--- src/rtl/gfmul_pkg.sv ---
// Shared definitions for the GF(2^M) multiplier array scheduler.
//   M               field width of operands, polynomial and product
//   DEF_LAT         default array latency (arr_ctr pulse to valid arr_po)
//   DEF_ISSUE_GAP   default cycles between successive array start pulses
//   DEF_RBUF_DEPTH  default result buffer depth
//   AES_POLY        low byte of the AES field polynomial x^8+x^4+x^3+x+1
//   state_t         issue FSM states
package gfmul_pkg;

  localparam int unsigned M              = 8;
  localparam int unsigned DEF_LAT        = 22;
  localparam int unsigned DEF_ISSUE_GAP  = 8;
  localparam int unsigned DEF_RBUF_DEPTH = 4;

  localparam logic [M-1:0] AES_POLY = 8'h1B;

  typedef enum logic [1:0] {
    IDLE  = 2'd0,
    ISSUE = 2'd1,
    GAP   = 2'd2
  } state_t;

endpackage

--- src/rtl/gfmul_rbuf.sv ---
// Result buffer: synchronous DEPTH x M FIFO with occupancy count.
//   clk    rising-edge clock
//   rst    asynchronous active-low reset
//   clr    synchronous flush, priority over push/pop
//   push   write din at the tail
//   din    product to store
//   pop    discard the head entry
//   dout   head entry (meaningful only while count != 0)
//   count  number of stored entries, 0..DEPTH
module gfmul_rbuf
  import gfmul_pkg::*;
#(
  parameter int unsigned DEPTH = DEF_RBUF_DEPTH
) (
  input  logic                       clk,
  input  logic                       rst,
  input  logic                       clr,
  input  logic                       push,
  input  logic [M-1:0]               din,
  input  logic                       pop,
  output logic [M-1:0]               dout,
  output logic [$clog2(DEPTH+1)-1:0] count
);

  localparam int unsigned AW = (DEPTH > 1) ? $clog2(DEPTH) : 1;
  localparam int unsigned CW = $clog2(DEPTH + 1);

  logic [M-1:0]  mem [DEPTH];
  logic [AW-1:0] wr_ptr;
  logic [AW-1:0] rd_ptr;

  // DEPTH is a power of two, so the pointers wrap by plain overflow.
  always_ff @(posedge clk or negedge rst) begin
    if (!rst) begin
      wr_ptr <= '0;
      rd_ptr <= '0;
      count  <= '0;
    end else if (clr) begin
      wr_ptr <= '0;
      rd_ptr <= '0;
      count  <= '0;
    end else begin
      if (push) wr_ptr <= wr_ptr + 1'b1;
      if (pop)  rd_ptr <= rd_ptr + 1'b1;
      case ({push, pop})
        2'b10:   count <= count + 1'b1;
        2'b01:   count <= count - 1'b1;
        default: count <= count;
      endcase
    end
  end

  always_ff @(posedge clk) begin
    if (push && !clr) mem[wr_ptr] <= din;
  end

  assign dout = mem[rd_ptr];

  // Issue credits make both of these unreachable.
  always_ff @(posedge clk) begin
    if (rst && !clr) begin
      if (push) assert (count < CW'(DEPTH));
      if (pop)  assert (count != '0);
    end
  end

endmodule

--- src/rtl/gfmul_array_sched.sv ---
// Issue scheduler for the GF(2^M) systolic multiplier array.
// Accepts (a, b, g) triples, issues them to the array one per ISSUE_GAP
// cycles, tracks each op across the array latency, captures the product and
// returns products in order. Issue is credit-limited so that every op in
// flight is guaranteed a result buffer slot.
//   clk, rst          clock, asynchronous active-low reset
//   soft_clr          synchronous flush of FSM, tracker and buffer
//   in_valid/in_ready operand handshake; in_a, in_b, in_g operands
//   out_valid/ready   product handshake; out_p product
//   arr_ctr           array start strobe; arr_ai/bi/gi operand buses
//   arr_po            array product bus
//   busy              op issuing, in flight or buffered
module gfmul_array_sched
  import gfmul_pkg::*;
#(
  parameter int unsigned LAT        = DEF_LAT,
  parameter int unsigned ISSUE_GAP  = DEF_ISSUE_GAP,
  parameter int unsigned RBUF_DEPTH = DEF_RBUF_DEPTH
) (
  input  logic         clk,
  input  logic         rst,
  input  logic         soft_clr,
  input  logic         in_valid,
  output logic         in_ready,
  input  logic [M-1:0] in_a,
  input  logic [M-1:0] in_b,
  input  logic [M-1:0] in_g,
  output logic         out_valid,
  input  logic         out_ready,
  output logic [M-1:0] out_p,
  output logic         arr_ctr,
  output logic [M-1:0] arr_ai,
  output logic [M-1:0] arr_bi,
  output logic [M-1:0] arr_gi,
  input  logic [M-1:0] arr_po,
  output logic         busy
);

  localparam int unsigned CW       = $clog2(RBUF_DEPTH + 1);
  localparam int unsigned GW       = $clog2(ISSUE_GAP + 1);
  localparam int unsigned GAP_LOAD = (ISSUE_GAP >= 2) ? ISSUE_GAP - 2 : 0;

  state_t        state;
  logic          started;
  logic [GW-1:0] gap_cnt;
  logic [LAT-1:0] trk;
  logic [CW-1:0] inflight_cnt;
  logic [CW-1:0] rbuf_cnt;
  logic [CW:0]   occupancy;
  logic [M-1:0]  rbuf_dout;
  logic          credit_ok;
  logic          last_slot;
  logic          accept;
  logic          push;
  logic          pop;

  // An op holds its credit from acceptance until it leaves the buffer:
  // counted in inflight_cnt until its tracker bit reaches the tail, then
  // handed to rbuf_cnt in the same cycle.
  assign occupancy = {1'b0, inflight_cnt} + {1'b0, rbuf_cnt};
  assign credit_ok = occupancy < (CW+1)'(RBUF_DEPTH);

  assign last_slot = ((state == ISSUE) && (ISSUE_GAP == 1)) ||
                     ((state == GAP) && (gap_cnt == '0));

  // started keeps in_ready low until the first edge after reset release.
  assign in_ready  = started && credit_ok && ((state == IDLE) || last_slot);
  assign accept    = in_valid && in_ready && !soft_clr;
  assign push      = trk[LAT-1];
  assign out_valid = (rbuf_cnt != '0);
  assign out_p     = out_valid ? rbuf_dout : '0;
  assign pop       = out_valid && out_ready && !soft_clr;
  assign busy      = (state != IDLE) || (inflight_cnt != '0) || (rbuf_cnt != '0);

  always_ff @(posedge clk or negedge rst) begin
    if (!rst) begin
      state        <= IDLE;
      started      <= 1'b0;
      gap_cnt      <= '0;
      trk          <= '0;
      inflight_cnt <= '0;
      arr_ctr      <= 1'b0;
      arr_ai       <= '0;
      arr_bi       <= '0;
      arr_gi       <= '0;
    end else begin
      started <= 1'b1;
      if (soft_clr) begin
        state        <= IDLE;
        gap_cnt      <= '0;
        trk          <= '0;
        inflight_cnt <= '0;
        arr_ctr      <= 1'b0;
        arr_ai       <= '0;
        arr_bi       <= '0;
        arr_gi       <= '0;
      end else begin
        arr_ctr <= accept;
        trk     <= (trk << 1) | LAT'(arr_ctr);

        case ({accept, push})
          2'b10:   inflight_cnt <= inflight_cnt + 1'b1;
          2'b01:   inflight_cnt <= inflight_cnt - 1'b1;
          default: inflight_cnt <= inflight_cnt;
        endcase

        // Accept is only possible in IDLE or in the last slot of an issue
        // window, so it is checked first and covers both.
        if (accept) begin
          state  <= ISSUE;
          arr_ai <= in_a;
          arr_bi <= in_b;
          arr_gi <= in_g;
        end else if (last_slot) begin
          state  <= IDLE;
          arr_ai <= '0;
          arr_bi <= '0;
          arr_gi <= '0;
        end else if (state == ISSUE) begin
          state   <= GAP;
          gap_cnt <= GW'(GAP_LOAD);
        end else if (state == GAP) begin
          gap_cnt <= gap_cnt - 1'b1;
        end
      end
    end
  end

  gfmul_rbuf #(
    .DEPTH (RBUF_DEPTH)
  ) u_rbuf (
    .clk   (clk),
    .rst   (rst),
    .clr   (soft_clr),
    .push  (push),
    .din   (arr_po),
    .pop   (pop),
    .dout  (rbuf_dout),
    .count (rbuf_cnt)
  );

endmodule

--- config.mk ---
export PLATFORM = sky130hd
export DESIGN_NAME = gfmul_array_sched
export DESIGN_NICKNAME = d
export VERILOG_FILES = /design/src/rtl/gfmul_pkg.sv /design/src/rtl/gfmul_rbuf.sv /design/src/rtl/gfmul_array_sched.sv
export SDC_FILE = /design/constraint.sdc
export NUM_CORES = 1
export LEC_CHECK = 0
export CORE_MARGIN = 5
export CORE_UTILIZATION = 47
export DETAILED_ROUTE_END_ITERATION = 12
export PLACE_DENSITY = 0.76
export SYNTH_ARGS = -nofsm -noshare
export SYNTH_HDL_FRONTEND = slang
export SYNTH_SLANG_ARGS = --single-unit
--- constraint.sdc ---
create_clock -name clk -period 2.9 [get_ports clk]
set_input_delay 0.58 -clock clk [delete_from_list [all_inputs] [get_ports clk]]
set_output_delay 0.58 -clock clk [all_outputs]
set_load 0.03 [all_outputs]
==> out/metrics.yaml <==
sta:
  maxSlewHeadroom_pct: 46.7
  holdWs_ps: 373
  max_freq_mhz: 362
  maxSlewViolCount: 0
  setup_violations: 0
  hold_viol: 0
  min_period_over_period_pct: 95.2
  max_slew.worst_pin.slew_ps: 799
  final.min_clock_period_ps: 2760
  fin_skew_ps: 17.2
yosys:
  synthMuxAreaShare_pct: 6.30
  syn_inst: 270
  syn-num-nets: 317
  synth_edf_count: 32
  syn_area_per_cell_um2: 14.5
  synth_seq_cells: 96
  synth_top_family_by_area: "simple AND/OR/NAND/NOR gates"
  synth_cell_types: 41
  yosys.area_share.simple_pct: 12.9
  ys_top_cells_by_area: "dfrtp_1 41%, edfxtp_1 25%, a22o_1 5.4%"
  syn_area_um2: 3910
  synth.top_cell.area_share_pct: 41.0
  synth_ff_type: "dfrtp_1"
  synth_adder_area_share_pct: 3.58
  async_reset_ff_share_pct: 66.7
  synth-compound-area-share_pct: 7.42
  yosysTopAreaCell: "dfrtp_1"
  yosysWarnings: 0
  ys_seq_area_share_pct: 65.5
  synthXorXnorAreaFrac_pct: 1.54
worst_setup_path:
  cp-start-kind: "flip-flop"
  cp.arrival_ps: 2180
  rr_startpoint: "gap_cnt[1]"
  worstPathRequired_ps: 2320
  cpPeakStageDelay_ps: 420
  rrSetupSlack_ps: 180
  path_class: "reg2out"
  regToRegEndpoint: "inflight_cnt[2]"
  cp_slowest_cell: "or3b_4"
  reg2regPathDepth: 11
  crit_fanout: 4
  worstPathCellList: "inv_1 > ha_1 > or3b_4 > a32oi_4 > and2_4 > dlygate4sd2_1"
  endpoint_kind: "primary output"
detailed_routing:
  dr_total_vias: 2358
  first_pass_iters: 4
  vias_per_cell: 5.14
  drt-initial-drc-count: 116
  drc: 0
  antenna_left: 0
  wl_per_cell_um: 15.9
  routed_wl_um: 7320
cts:
  htree_num_levels: 3
  clockBufferDepth: 2
  clk_pin_slew_worst_paths_ps: 100
  cts_root_buffer: "clkbuf_8"
  cts_tree: "yes"
  clk-insertion-delay-late_ps: 370
  cts_buffers: 9
  cts_sinks: 96
global_route:
  grt_pass1_wl_um: 12000
  grt_max_degree: 65
  first_global_vias: 2470
  antenna_found_initial: 0
  grt_use_total_pct: 15.3
  grt-ovfl-total: 0
final_layout:
  drive_above_1_share_pct: 13.0
  layout.nets: 396
  fillers: 646
  layout.cells.non_filler: 459
  area_growth_pct: 27.6
  regArea_um2: 2560
  diodes: 0
  multiInputGateArea_um2: 1270
placed_design:
  dp_hpwl_um: 4830
  placed_cells: 440
  gp_congestion: 0.838
  portBuffers: 72
power:
  switching_share_pct: 26.8
  power.share.sequential_pct: 55.8
  clkPwrFrac_pct: 33.7
  vdd_ir_drop_max_mv: 0.292
  pwr-share-comb_pct: 10.5
  power.leakage_nw: 2.09
  power_density_nw_per_um2: 521
  power.internal_mw: 1.90
  power_switching_mw: 0.696
floorplan:
  dieArea_um2: 10200
  num_rows: 33
  core_um2: 8180
  die_h_um: 101
  start_util_pct: 47.8
  die_w_um: 101
  io_pins: 73
flow_run:
  maxCapViolations: 0
status:
  status: "finished clean"
worst_hold_path:
  min_path_type: "in2async"
==> worst max-delay path: cells and delay by family, from the launching register on <==
family                     cells  cell delay [ps]
buffers and inverters          2              490
AOI/OAI and AO/OA              1              190
adders and majority gates      1              150
DFF                            1              400
and+or+nand+nor                2              590
==> per-stage QoR <==
stage | setup TNS (ps) | util, % | total power [mW] | setup WS (ps) | area, um2
after floorplan | 0 | - | 1.60 | 2.93 | 3910
after global placement | 0 | 58.0 | 1.74 | 147 | 4740
after detailed placement | 0 | 58.0 | 1.74 | 50.0 | 4740
after CTS | 0 | 60.5 | 2.61 | 28.9 | 4950
after global routing | -6.17 | 61.0 | 2.70 | -6.17 | 4990
final | 0 | 61.0 | 2.60 | 138 | 4990
==> layout make-up <==
| type | instances | share of cell area [%] |
|---|---|---|
| Inverter | 5 | 0.376 |
| Sequential cell | 96 | 51.4 |
| Clock buffer | 9 | 2.48 |
| Timing Repair Buffer | 83 | 16.0 |
| Clock inverter | 7 | 1.63 |
| Tap cell | 105 | 2.63 |
| Multi-Input combinational cell | 154 | 25.5 |
==> Yosys cell counts (2+ instances only) <==
cell	number
nor2b_1	31
nor3_1	6
nand2_1	2
mux2i_1	4
clkbuf_1	6
and3_1	2
xor2_1	3
inv_1	5
nand2b_1	3
mux4_2	8
buf_2	4
xnor2_1	2
buf_6	2
a22o_1	24
and2_1	14
o21ai_0	4
nor3b_1	2
nand4b_1	2
ha_1	8
nor2_1	16
dfrtp_1	64
buf_4	2
fa_1	2
nand3_1	3
edfxtp_1	32
a31oi_1	4
==> placed cells by master, fill, tap and decap left out, types with 3 or more instances in the layout <==
cell / Yosys / routed
clkdlybuf4s50_1: 0 / 70
dfrtp_1: 64 / 64
edfxtp_1: 32 / 32
nor2b_1: 31 / 31
a22o_1: 24 / 24
nor2_1: 16 / 16
and2_1: 14 / 13
buf_4: 2 / 11
clkbuf_8: 0 / 9
mux4_2: 8 / 8
ha_1: 8 / 8
nor3_1: 6 / 6
inv_1: 5 / 4
mux2i_1: 4 / 4
o21ai_0: 4 / 4
nand2b_1: 3 / 3
xor2_1: 3 / 3
nand3_1: 3 / 3
a31oi_1: 4 / 3
==> flip-flops by register name (all words and copies together) (netlist names) <==
register and flops:
arr_ai 8, arr_bi 8, arr_ctr 1, arr_gi 8, gap_cnt 4, inflight_cnt 3
started 1, state 2, trk 22, u_rbuf.count 3, u_rbuf.mem 32, u_rbuf.rd_ptr 2
u_rbuf.wr_ptr 2
==> per-layer routing <==
layer | vias up | share of wire, % | GRT usage (%)
met4 | 0 | 0.68 | 6.13
met2 | 60 | 51 | 24.4
met5 | - | 0 | 0
met3 | 2 | 5.6 | 4.68
li1 | 1115 | - | -
met1 | 1181 | 43 | 19.6
==> how the worst max path moves through the flow <==
| stage | start | end | slack, ps |
|---|---|---|---|
| floorplan | gap_cnt[0] | inflight_cnt[2] | 3 |
| global placement | gap_cnt[0] | inflight_cnt[2] | 150 |
| detailed placement | gap_cnt[0] | inflight_cnt[2] | 50 |
| CTS | gap_cnt[0] | in_ready | 30 |
| global route | inflight_cnt[2] | in_ready | -6 |
| finish | gap_cnt[1] | in_ready | 140 |
==> power groups by stage <==
stage	Clock, mW	Combinational (mW)	Sequential (mW)
6_report	0.876	0.272	1.45
5_1_grt	0.954	0.295	1.45
4_1_cts	0.898	0.268	1.45
3_5_place_dp	0	0.268	1.48
3_3_place_gp	0	0.263	1.48
2_1_floorplan	0	0.0981	1.51
==> logic make-up (layout without fill, tap and decap cells) <==
logic type / after synthesis / in the layout
AOI/OAI and AO/OA: 36 / 36
xor gates and xnor gates: 6 / 6
adders and majority gates: 10 / 10
buffers and inverters: 20 / 104
DFF: 96 / 96
muxes: 14 / 14
other: 1 / 1
and+or+nand+nor: 87 / 87
==> what timing repair did <==
action,4_1_cts,5_1_grt
hold buffers,0,0
gates resized for setup,2,4
cloned,0,0
buffers inserted,0,3
endpoints found under the setup margin,2,2
pin swaps,0,1
Note: power is estimated with default switching activity, not from simulation.
==> RTL change: new RTL, same flow settings <==
Reset style: synchronous (`rst`), changed in 2 clocked blocks. Comments in the files are not updated.
--- a/src/rtl/gfmul_rbuf.sv
+++ b/src/rtl/gfmul_rbuf.sv
@@ -30,7 +30,7 @@
   logic [AW-1:0] rd_ptr;
 
   // DEPTH is a power of two, so the pointers wrap by plain overflow.
-  always_ff @(posedge clk or negedge rst) begin
+  always_ff @(posedge clk) begin
     if (!rst) begin
       wr_ptr <= '0;
       rd_ptr <= '0;
--- a/src/rtl/gfmul_array_sched.sv
+++ b/src/rtl/gfmul_array_sched.sv
@@ -72,7 +72,7 @@
   assign pop       = out_valid && out_ready && !soft_clr;
   assign busy      = (state != IDLE) || (inflight_cnt != '0) || (rbuf_cnt != '0);
 
-  always_ff @(posedge clk or negedge rst) begin
+  always_ff @(posedge clk) begin
     if (!rst) begin
       state        <= IDLE;
       started      <= 1'b0;
Formal check against the unedited RTL: differs if rst is asserted again (counterexample within 4 cycles, from zero or initial values and one cycle with rst low); with rst held inactive, the same outputs for 10 cycles.
==> RTL change against the unedited design <==
  * Total power shrank 7.7%
  * Register-to-register slack about the same
  * Sequential cell count is 2 higher
  * Wire length is 6.1% lower
  * Clock skew decreased by 3.5 ps
  * Synthesized area down 5.3%
  * Cell area decreased by 5.5%
  * Worst setup slack better by 9.3 ps
  * Critical endpoint unchanged
  * Largest power group unchanged
==> RTL change: results (changes against the unedited design) <==
The flow ran to the end, and the final reports show no timing, DRC or antenna violations. The met1 track demand over resource was 19.00% (-0.56 points). The total routed wirelength came out at 6.868 mm (-6.1%).

The wire length of the first global-routing pass is 11.63 mm (-3.1%). The share of the synthesized netlist area taken by xor and xnor gates was 1.656% (+0.12 points). The proportion of synthesized chip area in sequential cells is 61.64% (-3.9 points). The met1 wire length came out at 3.183 mm (+1.7%). The detailed-route vias per instance is 5.068 (-1.4%). The count of unique library cells instantiated by Yosys is 44 (+7.3%). The largest net degree at the start of global routing is 26 (-60%). By area the synthesized netlist is led by sky130_fd_sc_hd__dfxtp_1 (36%), sky130_fd_sc_hd__edfxtp_1 (26%), sky130_fd_sc_hd__a22o_2 (4.9%). The worst slew margin relative to its limit was 68.75% (+22 points). The mean instance size in the synthesized netlist came out at 13.61 µm² (-6.0%). The via count of the routed design came out at 2321 (-1.6%). The via count of the first global-routing pass is 2472 (+0.081%). The stage delay of the slowest cell on the critical path came out at 560 ps (+140 ps).

Ranked by instance count, the synthesized netlist is headed by sky130_fd_sc_hd__dfxtp_1 (66), sky130_fd_sc_hd__edfxtp_1 (32), sky130_fd_sc_hd__and2_1 (27). The final weighted congestion of routability-driven global placement came to 0.7570 (-9.7%). The static leakage is 1.695 nW (-19%). The switching power total is 0.5619 mW (-19%). The area share of fa/ha/maj cells after synthesis came out at 5.475% (+1.9 points). The most used flip-flop cell after synthesis is sky130_fd_sc_hd__dfxtp_1. The number of nets in the synthesized netlist came to 324 (+2.2%). The placed cell count is 442 (+0.45%).

The worst voltage drop across the vdd grid came out at 279.0 µV (-4.5%). The routed length on met2 is 3.269 mm (-12%). The met3 capacity usage during global routing is 3.185% (-1.5 points).

The pre-CTS setup slack came out at 74.05 ps (+24.09 ps). The proportion of layout cells with a drive suffix above 1 came out at 16.57% (+3.6 points). For this design, the slowest cell found on the critical path is sky130_fd_sc_hd__or4b_4. The share of flip-flops with an asynchronous set or reset came out at 0% (-67 points). The power density over the cells came out at 508.8 nW/µm² (-2.3%). The met2 usage was 24.54% (+0.14 points).

The met3 wire length came out at 255 µm (-38%). The proportion of synthesized area in mux cells is 5.407% (-0.90 points). The synthesized-area fraction occupied by ao, oa, aoi and oai cells is 10.10% (+2.7 points). The placement-stage cell area came out at 4532 µm² (-4.4%). The maximum achievable frequency was 0.3633 GHz (+0.34%).

The final setup skew is 13.69 ps (-3.470 ps). The final worst hold slack came to 426.0 ps (+53.40 ps).
RTL change: cell types whose count changed in the layout (fill, tap and decap cells not counted), sizes merged, moves of 5 or more:
cell   change
ha         +5
inv        +9
nor2b     -22
and2      +14
dfxtp     +66
dfrtp     -64
RTL change: layout make-up:
class                      count  area [µm²]
clock buffer                  10       127.6
clock inverter                 6       48.80
fill                         611        2977
inverter                      14       52.55
multi-input combinational    147        1284
sequential                    98        2282
tap                          102       127.6
timing repair buffer          81       788.3
RTL change: what timing repair did:
action / 4_1_cts / 5_1_grt
resized for setup: 1 / 2
endpoints found under the setup margin: 1 / 2
endpoints found under the hold margin: 0 / 0
gates cloned: 0 / 0
pin swaps: 0 / 1
RTL change: path summary, 6_finish.rpt:
path                     endpoint  cells past startpoint             from
setup / recovery         in_ready                      4  inflight_cnt[2]
hold / removal             trk[5]                      1           trk[4]
setup reg to reg  inflight_cnt[2]                      9  inflight_cnt[2]
hold reg to reg            trk[5]                      1           trk[4]
